## config.mk

```make
export PLATFORM = sky130hd
export DESIGN_NAME = hidden_layer
export DESIGN_NICKNAME = d
export VERILOG_FILES = /design/src/rtl/hidden_layer_pkg.sv /design/src/rtl/hl_neuron_mac.sv /design/src/rtl/hidden_layer.sv
export SDC_FILE = /design/constraint.sdc
export NUM_CORES = 2
export LEC_CHECK = 0
export BUFFER_PORTS_ARGS = -buffer_cell sky130_fd_sc_hd__buf_2
export CAP_MARGIN = 10
export CELL_PAD_IN_SITES_DETAIL_PLACEMENT = 0
export CELL_PAD_IN_SITES_GLOBAL_PLACEMENT = 1
export CORE_MARGIN = 2
export CORE_UTILIZATION = 45
export CTS_CLUSTER_SIZE = 30
export DETAILED_ROUTE_END_ITERATION = 10
export PLACE_DENSITY_LB_ADDON = 0.1
export SLEW_MARGIN = 30
export SYNTH_ARGS = -nofsm -noshare
export SYNTH_HDL_FRONTEND = slang
export SYNTH_HIERARCHICAL = 1
export SYNTH_SLANG_ARGS = --single-unit
```

## constraint.sdc

```tcl
create_clock -name Clock -period 35.3 [get_ports Clock]
set_input_delay 5.295 -clock Clock [delete_from_list [all_inputs] [get_ports Clock]]
set_output_delay 5.295 -clock Clock [all_outputs]
set_load 0.1 [all_outputs]
```

## src/rtl/hidden_layer_pkg.sv

```systemverilog
// rtl/hidden_layer_pkg.sv - shared sizes, weight-file layout and FSM states for the hidden layer
package hidden_layer_pkg;
  localparam int N_IN   = 10;
  localparam int N_HID  = 5;
  localparam int DW     = 10;
  localparam int ACC_W  = 26;
  localparam int NWT    = N_HID * (N_IN + 3);
  localparam int PROD_W = 2 * DW + 1;
  localparam int NROW   = (NWT + N_IN - 1) / N_IN;

  localparam int WB = 0;
  localparam int BB = WB + N_HID * N_IN;
  localparam int TB = BB + N_HID;
  localparam int RB = TB + N_HID;

  localparam logic [DW-1:0] W_DEFAULT = DW'(1);

  typedef enum logic [1:0] {IDLE, MAC, FIN} state_t;

  // Weights power up as 1, biases/thresholds/reserved as 0.
  function automatic logic [DW-1:0] default_weight(input int e);
    return (e < BB) ? W_DEFAULT : '0;
  endfunction
endpackage

```

## src/rtl/hl_neuron_mac.sv

```systemverilog
// rtl/hl_neuron_mac.sv - one step-activation neuron: serial signed MAC plus bias/threshold compare
module hl_neuron_mac
  import hidden_layer_pkg::*;
(
  input  logic          Clock,
  input  logic          Rst,
  input  logic          clear,
  input  logic          en,
  input  logic [DW-1:0] x,
  input  logic [DW-1:0] w,
  input  logic [DW-1:0] bias,
  input  logic [DW-1:0] thr,
  output logic          fire
);
  logic signed [ACC_W-1:0]  acc_q, acc_d, biased;
  logic signed [PROD_W-1:0] prod;

  // x is unsigned, so it gets a zero sign bit before the signed multiply.
  always_comb begin
    prod   = PROD_W'($signed(w)) * PROD_W'($signed({1'b0, x}));
    acc_d  = acc_q;
    if (clear) begin
      acc_d = '0;
    end else if (en) begin
      acc_d = acc_q + ACC_W'(prod);
    end
    biased = acc_q + ACC_W'($signed(bias));
  end

  assign fire = biased > ACC_W'($signed(thr));

  always_ff @(posedge Clock or posedge Rst) begin
    if (Rst) begin
      acc_q <= '0;
    end else begin
      acc_q <= acc_d;
    end
  end
endmodule

```

## src/rtl/hidden_layer.sv

```systemverilog
// rtl/hidden_layer.sv - 10-input, 5-neuron hidden layer with loadable weight file and serial compute
module hidden_layer
  import hidden_layer_pkg::*;
(
  input  logic          Clock,
  input  logic          Rst,
  input  logic          WE,
  input  logic          In,
  input  logic [DW-1:0] inVal  [0:N_IN-1],
  output logic          outVal [0:N_HID-1],
  output logic [DW-1:0] weight [0:NWT-1]
);
  state_t        state_q, state_d;
  logic [3:0]    idx_q, idx_d;
  logic [2:0]    wptr_q, wptr_d;
  logic [DW-1:0] x_q      [0:N_IN-1];
  logic [DW-1:0] weight_q [0:NWT-1];
  logic          out_q    [0:N_HID-1];
  logic          wr, start, mac_en, fin;
  logic [DW-1:0] x_sel;
  logic [DW-1:0] w_sel    [0:N_HID-1];
  logic          fire     [0:N_HID-1];

  always_comb begin
    state_d = state_q;
    wr      = 1'b0;
    start   = 1'b0;
    mac_en  = 1'b0;
    fin     = 1'b0;
    unique case (state_q)
      IDLE: begin
        if (WE) begin
          wr = 1'b1;
        end else if (In) begin
          start   = 1'b1;
          state_d = MAC;
        end
      end
      MAC: begin
        mac_en = 1'b1;
        if (idx_q == 4'(N_IN - 1)) state_d = FIN;
      end
      FIN: begin
        fin     = 1'b1;
        state_d = IDLE;
      end
      default: state_d = IDLE;
    endcase
  end

  always_comb begin
    idx_d = idx_q;
    if (start) begin
      idx_d = '0;
    end else if (mac_en) begin
      idx_d = (idx_q == 4'(N_IN - 1)) ? 4'd0 : idx_q + 4'd1;
    end
    wptr_d = wptr_q;
    if (wr) wptr_d = (wptr_q == 3'(NROW - 1)) ? 3'd0 : wptr_q + 3'd1;
  end

  always_ff @(posedge Clock or posedge Rst) begin
    if (Rst) begin
      state_q <= IDLE;
      idx_q   <= '0;
      wptr_q  <= '0;
    end else begin
      state_q <= state_d;
      idx_q   <= idx_d;
      wptr_q  <= wptr_d;
    end
  end

  // The last row only covers the reserved entries, so writes past NWT fall away.
  always_ff @(posedge Clock or posedge Rst) begin
    if (Rst) begin
      for (int e = 0; e < NWT; e++) weight_q[e] <= default_weight(e);
      for (int i = 0; i < N_IN; i++) x_q[i] <= '0;
      for (int n = 0; n < N_HID; n++) out_q[n] <= 1'b0;
    end else begin
      if (start) x_q <= inVal;
      if (wr) begin
        for (int e = 0; e < NWT; e++) begin
          if (wptr_q == 3'(e / N_IN)) weight_q[e] <= inVal[e % N_IN];
        end
      end
      if (fin) out_q <= fire;
    end
  end

  always_comb begin
    x_sel = '0;
    for (int i = 0; i < N_IN; i++) begin
      if (idx_q == 4'(i)) x_sel = x_q[i];
    end
    for (int n = 0; n < N_HID; n++) begin
      w_sel[n] = '0;
      for (int i = 0; i < N_IN; i++) begin
        if (idx_q == 4'(i)) w_sel[n] = weight_q[WB + n * N_IN + i];
      end
    end
  end

  for (genvar n = 0; n < N_HID; n++) begin : g_neuron
    hl_neuron_mac u_mac (
      .Clock (Clock),
      .Rst   (Rst),
      .clear (start),
      .en    (mac_en),
      .x     (x_sel),
      .w     (w_sel[n]),
      .bias  (weight_q[BB + n]),
      .thr   (weight_q[TB + n]),
      .fire  (fire[n])
    );
  end

  assign outVal = out_q;
  assign weight = weight_q;
endmodule

```

# Word level (Yosys, flattened, before mapping)

Index checks and enable logic that the tools add are counted.

Reduce and logical (&&, ||, !) cells: 12
$lt $le $gt $ge: 5
Multipliers: 5
$add $sub $neg: 12
Equal/unequal tests: 20
Mux-type cells: 85

Operator list:

| kind                | count |
|---|---|
| $mux 10             | 60 |
| $mux 26             | 10 |
| $add 26x10->26      | 5 |
| $add 26x21->26      | 5 |
| $gt 26x10->1        | 5 |
| $mul 10x11->21      | 5 |
| $eq 4x3->1 const B  | 4 |
| $reduce_and 2->1    | 7 |
| $mux 4              | 3 |
| $eq 3x3->1 const B  | 3 |
| $eq 4x2->1 const B  | 2 |
| $eq 4x4->1 const B  | 2 |
| $mux 1              | 7 |
| $eq 3x2->1 const B  | 2 |
| $mux 2              | 3 |
| $ne 2x2->1 const B  | 3 |
| $add 4x1->4 const B | 1 |
| $eq 4x1->1 const B  | 1 |
| $logic_not 4->1     | 1 |
| $pmux 2 s2          | 1 |
| $add 3x1->3 const B | 1 |
| $eq 3x1->1 const B  | 1 |
| $logic_not 3->1     | 1 |
| $mux 3              | 1 |
| other kinds (5)     | 5 |

Bits of input ports: 104
Output and inout port bits: 655
Register bits after elaboration: 894
Logic and storage cells: 227

# Depth between registers and ports, before layout

Depth in word-level cells: 15
Mapped depth: 30
Depth with buffers taken out: 24

# By module

Netlist, hierarchy kept.

Modules (own cells, without submodules):

| module                                | area each (um^2) | cells an instance | times used | sequential area each (um^2) |
|---|---|---|---|---|
| hidden_layer                          | 34,060.2         | 2,278             | 1          | 19,180.9 |
| hl_neuron_mac (g_neuron[3].u_mac ...) | 7,238.2          | 845               | 2          | 650.6 |
| hl_neuron_mac (g_neuron[0].u_mac)     | 7,399.6          | 873               | 1          | 650.6 |
| hl_neuron_mac (g_neuron[1].u_mac)     | 7,372.1          | 867               | 1          | 650.6 |
| hl_neuron_mac (g_neuron[2].u_mac)     | 7,218.2          | 841               | 1          | 650.6 |

# Least setup slack after synthesis

OpenSTA, ideal clock, no wires.

Path type: reg-to-reg
Start: register idx_q[0]
End: register g_neuron[0].u_mac.acc_q[21]
Cell stages (with the launch flop): 27
Data required time: 35.162 ns
Library setup time: 0.138 ns
Clock period less this slack: 7.661 ns
Data arrival time: 7.523 ns
Slack: 27.639 ns
Buffers on the path: 6
Cells stage by stage: dfrtp_1 buf_2 buf_4 buf_2 buf_2 buf_2 mux2i_1 o221ai_1 nand2_1 fa_1 inv_1 fa_1 fa_1 fa_1 inv_1 fa_1 inv_1 ha_1 buf_2 a21o_1 a21o_1 a21oi_2 a21boi_2 nand2_1 a311oi_1 xor2_1 o22ai_1

Cells in the longest elaborated chain, start to end: 15
Elaborated cells between the ends (all ways): 34
Those cells by class: add/sub (1); mul (1); eq/ne (9); mux (22); reduce/logical (1)

RTL lines:

| element                | RTL line            | source |
|---|---|---|
| from (decl)            | hidden_layer.sv:14  | `logic [3:0] idx_q, idx_d;` |
| from (signal assigned) | hidden_layer.sv:69  | `idx_q <= idx_d;` |
| $logic_not 4->1        | hidden_layer.sv:94  | `if (idx_q == 4'(i)) x_sel = x_q[i];` |
| $mux 10 (9 in a row)   | hidden_layer.sv:94  |  |
| $mux 10 *              | hidden_layer.sv:94  |  |
| via x_sel[9]           | hidden_layer.sv:20  | `logic [DW-1:0] x_sel;` |
| $mul 10x11->21 *       | hl_neuron_mac.sv:20 | `prod = PROD_W'($signed(w)) * PROD_W'($signed({1'b0, x}));` |
| $add 26x21->26 *       | hl_neuron_mac.sv:25 | `acc_d = acc_q + ACC_W'(prod);` |
| $mux 26 *              | hl_neuron_mac.sv:24 | `end else if (en) begin` |
| $mux 26 *              | hl_neuron_mac.sv:22 | `if (clear) begin` |
| to (signal assigned)   | hl_neuron_mac.sv:34 | `acc_q <= '0;` |
| to (signal assigned)   | hl_neuron_mac.sv:36 | `acc_q <= acc_d;` |
| to (decl)              | hl_neuron_mac.sv:15 | `logic signed [ACC_W-1:0] acc_q, acc_d, biased;` |

The timed path passes the listed nets; every way through them passes the cells marked *. The select of a mux whose other input is x is not followed.
A chain may end at the register's enable or synchronous reset.

==> run metrics <==
run status=finished clean; Async SR Flop Fraction=1.000; global-route wire length before repair=406000 um; top-level port count=759; Setup crit end kind=flip-flop; CP bufs+invs=8; Min-Delay Path Class=reg2reg; Ys Warns=6; CTS Sinks=894; number of global-route vias before repair=54696; number of nets in the layout=8368; Synth Cell Area=0.07053 mm^2; Port Buffer Count=758; die area=0.1599 mm^2; Initial Util=0.4525; DIE WIDTH=399.9 um; Tmin final=9.291 ns; syn_nets=7714; grt total ovfl=0; Crit Path Class=reg2reg; slowest CP cell=dfrtp_4; R2R Setup Slk=26.01 ns; fin crit share=0.2632; htree depth=3; syn avg cell area=10.77 um^2; dpl hpwl=217700 um; startpoint types=flip-flop; Fmax achieved=107.6 MHz; number of vias per cell=5.890; area of the core=0.1558 mm^2; Synth Register Bits=894; area share of the largest cell type after synthesis=0.2995; clock root cell=clkbuf_16; Worst Hold End=weight[18]$_DFFE_PP0P_; layout overhead on the synthesized area=13.96%; # rows=145; normalized max-slew margin=0.2440; cell count of the worst hold path=1; initial DRC count=4823; Die Height=399.9 um; Residual DRC=0; largest cells by area after synthesis=dfrtp_1 (30%), fa_1 (12%), ha_1 (11%); CTS tree=done; Mapped Cells=6549; Top cell by count, worst path=fa_1; worst hold start=weight[18]$_DFFE_PP0P_; DRT antenna net count=0; DRT Pass-1 Iters=6; Cell variety after synth=100; Post-synth top flop=dfrtp_1; final setup skew=0.1039 ns; Max Cap Viol=0; post-cts sizing count=0; largest net degree at the start of global routing=160; GP Congestion=0.9529; R2R Path End=g_neuron[4].u_mac/acc_q[25]$_DFFE_PP0P_; slowest cell delay on critical path=0.71 ns; Seq/Total Area, Yosys=0.3181; post-route setup TNS=0 ns; worst path required time=35.90 ns; total number of vias=55302; number of enable flip-flop cells after synthesis=0; final setup violation count=0; share of cells above drive strength 1=0.2714; Crit path max-delay family=adder cells; post-synth top area cell=dfrtp_1; fin. max-slew vios=0; Routed WL=287100 um; fillcell total=14345; R2R depth=26; initial antenna violation count=62; CTS clk-pin slew, worst paths=0.07 ns; Worst Max-Slew Pin Slew=1.134 ns; reg-to-reg startpoint=idx_q[0]$_DFFE_PP0P_; drt wl/cell=30.58 um; Final Hold Vio Count=0; dpl cell area=0.07658 mm^2; worst skew pair latency=0.81 ns; gr usage total=0.3568; final instance area=0.08037 mm^2; most frequent cells after synthesis=dfrtp_1 (844), inv_1 (750), mux2_2 (656), ha_1 (641), fa_1 (420); CTS buffer count=104; Worst Path Max Fanout=41; Hold-fix buffers, CTS=0; setup bufs post-CTS=0; most frequent cell after synthesis=dfrtp_1; WP data arrival=9.89 ns; RSZ-0062 raised after global routing=false; CTS Buffer Depth=3
## cells in the final DEF, fill, tap and decap left out, types with 109 or more instances in the layout
cell | synthesis | final
a21o_1 | 109 | 109
a21oi_1 | 257 | 257
and2_1 | 244 | 243
buf_2 | 78 | 759
dfrtp_1 | 844 | 841
fa_1 | 420 | 420
ha_1 | 641 | 641
inv_1 | 750 | 743
mux2_2 | 656 | 656
mux2i_1 | 230 | 230
nand2_1 | 389 | 388
nor2_1 | 238 | 236
o21ai_0 | 192 | 190
xnor2_1 | 140 | 140
## worst register-to-register path, stage by stage, from the launching register on
cell and delay, ns:
dfrtp_4 0.71, buf_4 0.67, buf_4 0.72, buf_4 0.71, mux4_2 0.61, o211ai_1 0.39
o221ai_4 0.35, buf_8 0.29, nor2b_1 0.16, fa_1 0.50, inv_1 0.05, fa_1 0.47
inv_1 0.05, fa_1 0.45, fa_1 0.49, inv_1 0.05, fa_1 0.48, inv_1 0.04
ha_1 0.31, a21o_1 0.19, a21o_1 0.19, a221o_1 0.35, a31oi_2 0.28, o21ai_2 0.12
mux2_4 0.31, xnor2_1 0.13, nor2_1 0.05
## cells by family (layout without fill, tap and decap cells)
kind of cell,after synthesis,in the layout,synth area share
xor+xnor,225,225,0.02794
mux,1032,1032,0.1730
other cells,0,38,0
buf+inv,1039,1783,0.05796
compound gates,1093,1093,0.1051
simple gates,1205,1205,0.08496
flops,894,894,0.3181
fa+ha+maj,1061,1061,0.2329
## per-layer routing
| layer | track usage | share of wire | up-vias |
|---|---|---|---|
| met2 | 0.5272 | 0.43 | 2472 |
| met5 | 0 | 0.00039 | - |
| met1 | 0.4822 | 0.42 | 28321 |
| met4 | 0.1763 | 0.052 | 14 |
| met3 | 0.09666 | 0.097 | 493 |
| li1 | - | - | 24002 |
## how the worst max path moves through the flow
stage | depth (start not counted) | slack, ns | start | to
finish | 26 | 26.01 | idx_q[0]$_DFFE_PP0P_ | g_neuron[4].u_mac/acc_q[25]$_DFFE_PP0P_
global route | 26 | 25.78 | idx_q[0]$_DFFE_PP0P_ | g_neuron[4].u_mac/acc_q[25]$_DFFE_PP0P_
CTS | 25 | 26.03 | idx_q[0]$_DFFE_PP0P_ | g_neuron[4].u_mac/acc_q[25]$_DFFE_PP0P_
detailed placement | 25 | 26.09 | idx_q[0]$_DFFE_PP0P_ | g_neuron[4].u_mac/acc_q[25]$_DFFE_PP0P_
global placement | 25 | 26.06 | idx_q[0]$_DFFE_PP0P_ | g_neuron[4].u_mac/acc_q[25]$_DFFE_PP0P_
floorplan | 1 | 8.64 | Rst | idx_q[0]$_DFFE_PP0P_
## area by class of cell
cell class	count	area, um^2	share of cell area
Antenna cell	38	95.09	0.001183
Clock buffer	149	2942	0.03660
Clock inverter	47	684.4	0.008515
Inverter	750	2828	0.03518
Multi-Input combinational cell	4616	44320	0.5514
Sequential cell	894	22450	0.2793
Tap cell	2058	2575	0.03204
Timing Repair Buffer	837	4488	0.05584
## through the flow
| stage | utilization | cells | setup slack, ns | hold WS (ns) |
|---|---|---|---|---|
| 6_report | 0.5157 | 9389 | 26.01 | 0.5014 |
| 5_1_grt | 0.5153 | 9363 | 25.78 | 0.5148 |
| 4_1_cts | 0.5147 | 9349 | 26.03 | 0.5036 |
| 3_5_place_dp | 0.4914 | 9153 | 26.09 | 0.4901 |
| 3_3_place_gp | 0.4906 | 9149 | 26.06 | 0.4851 |
| 2_1_floorplan | - | 6549 | 8.643 | 0.4752 |
## registers in the layout (all words and copies together), names as in the netlist
name / flops
idx_q: 4
g_neuron.u_mac/acc_q: 130
outVal: 5
wptr_q: 3
x_q: 100
weight: 650
state_q: 2
Power is left out: the tool's default activity adds up to more than one toggle a clock period on the data nets, which glitch-free logic cannot reach.
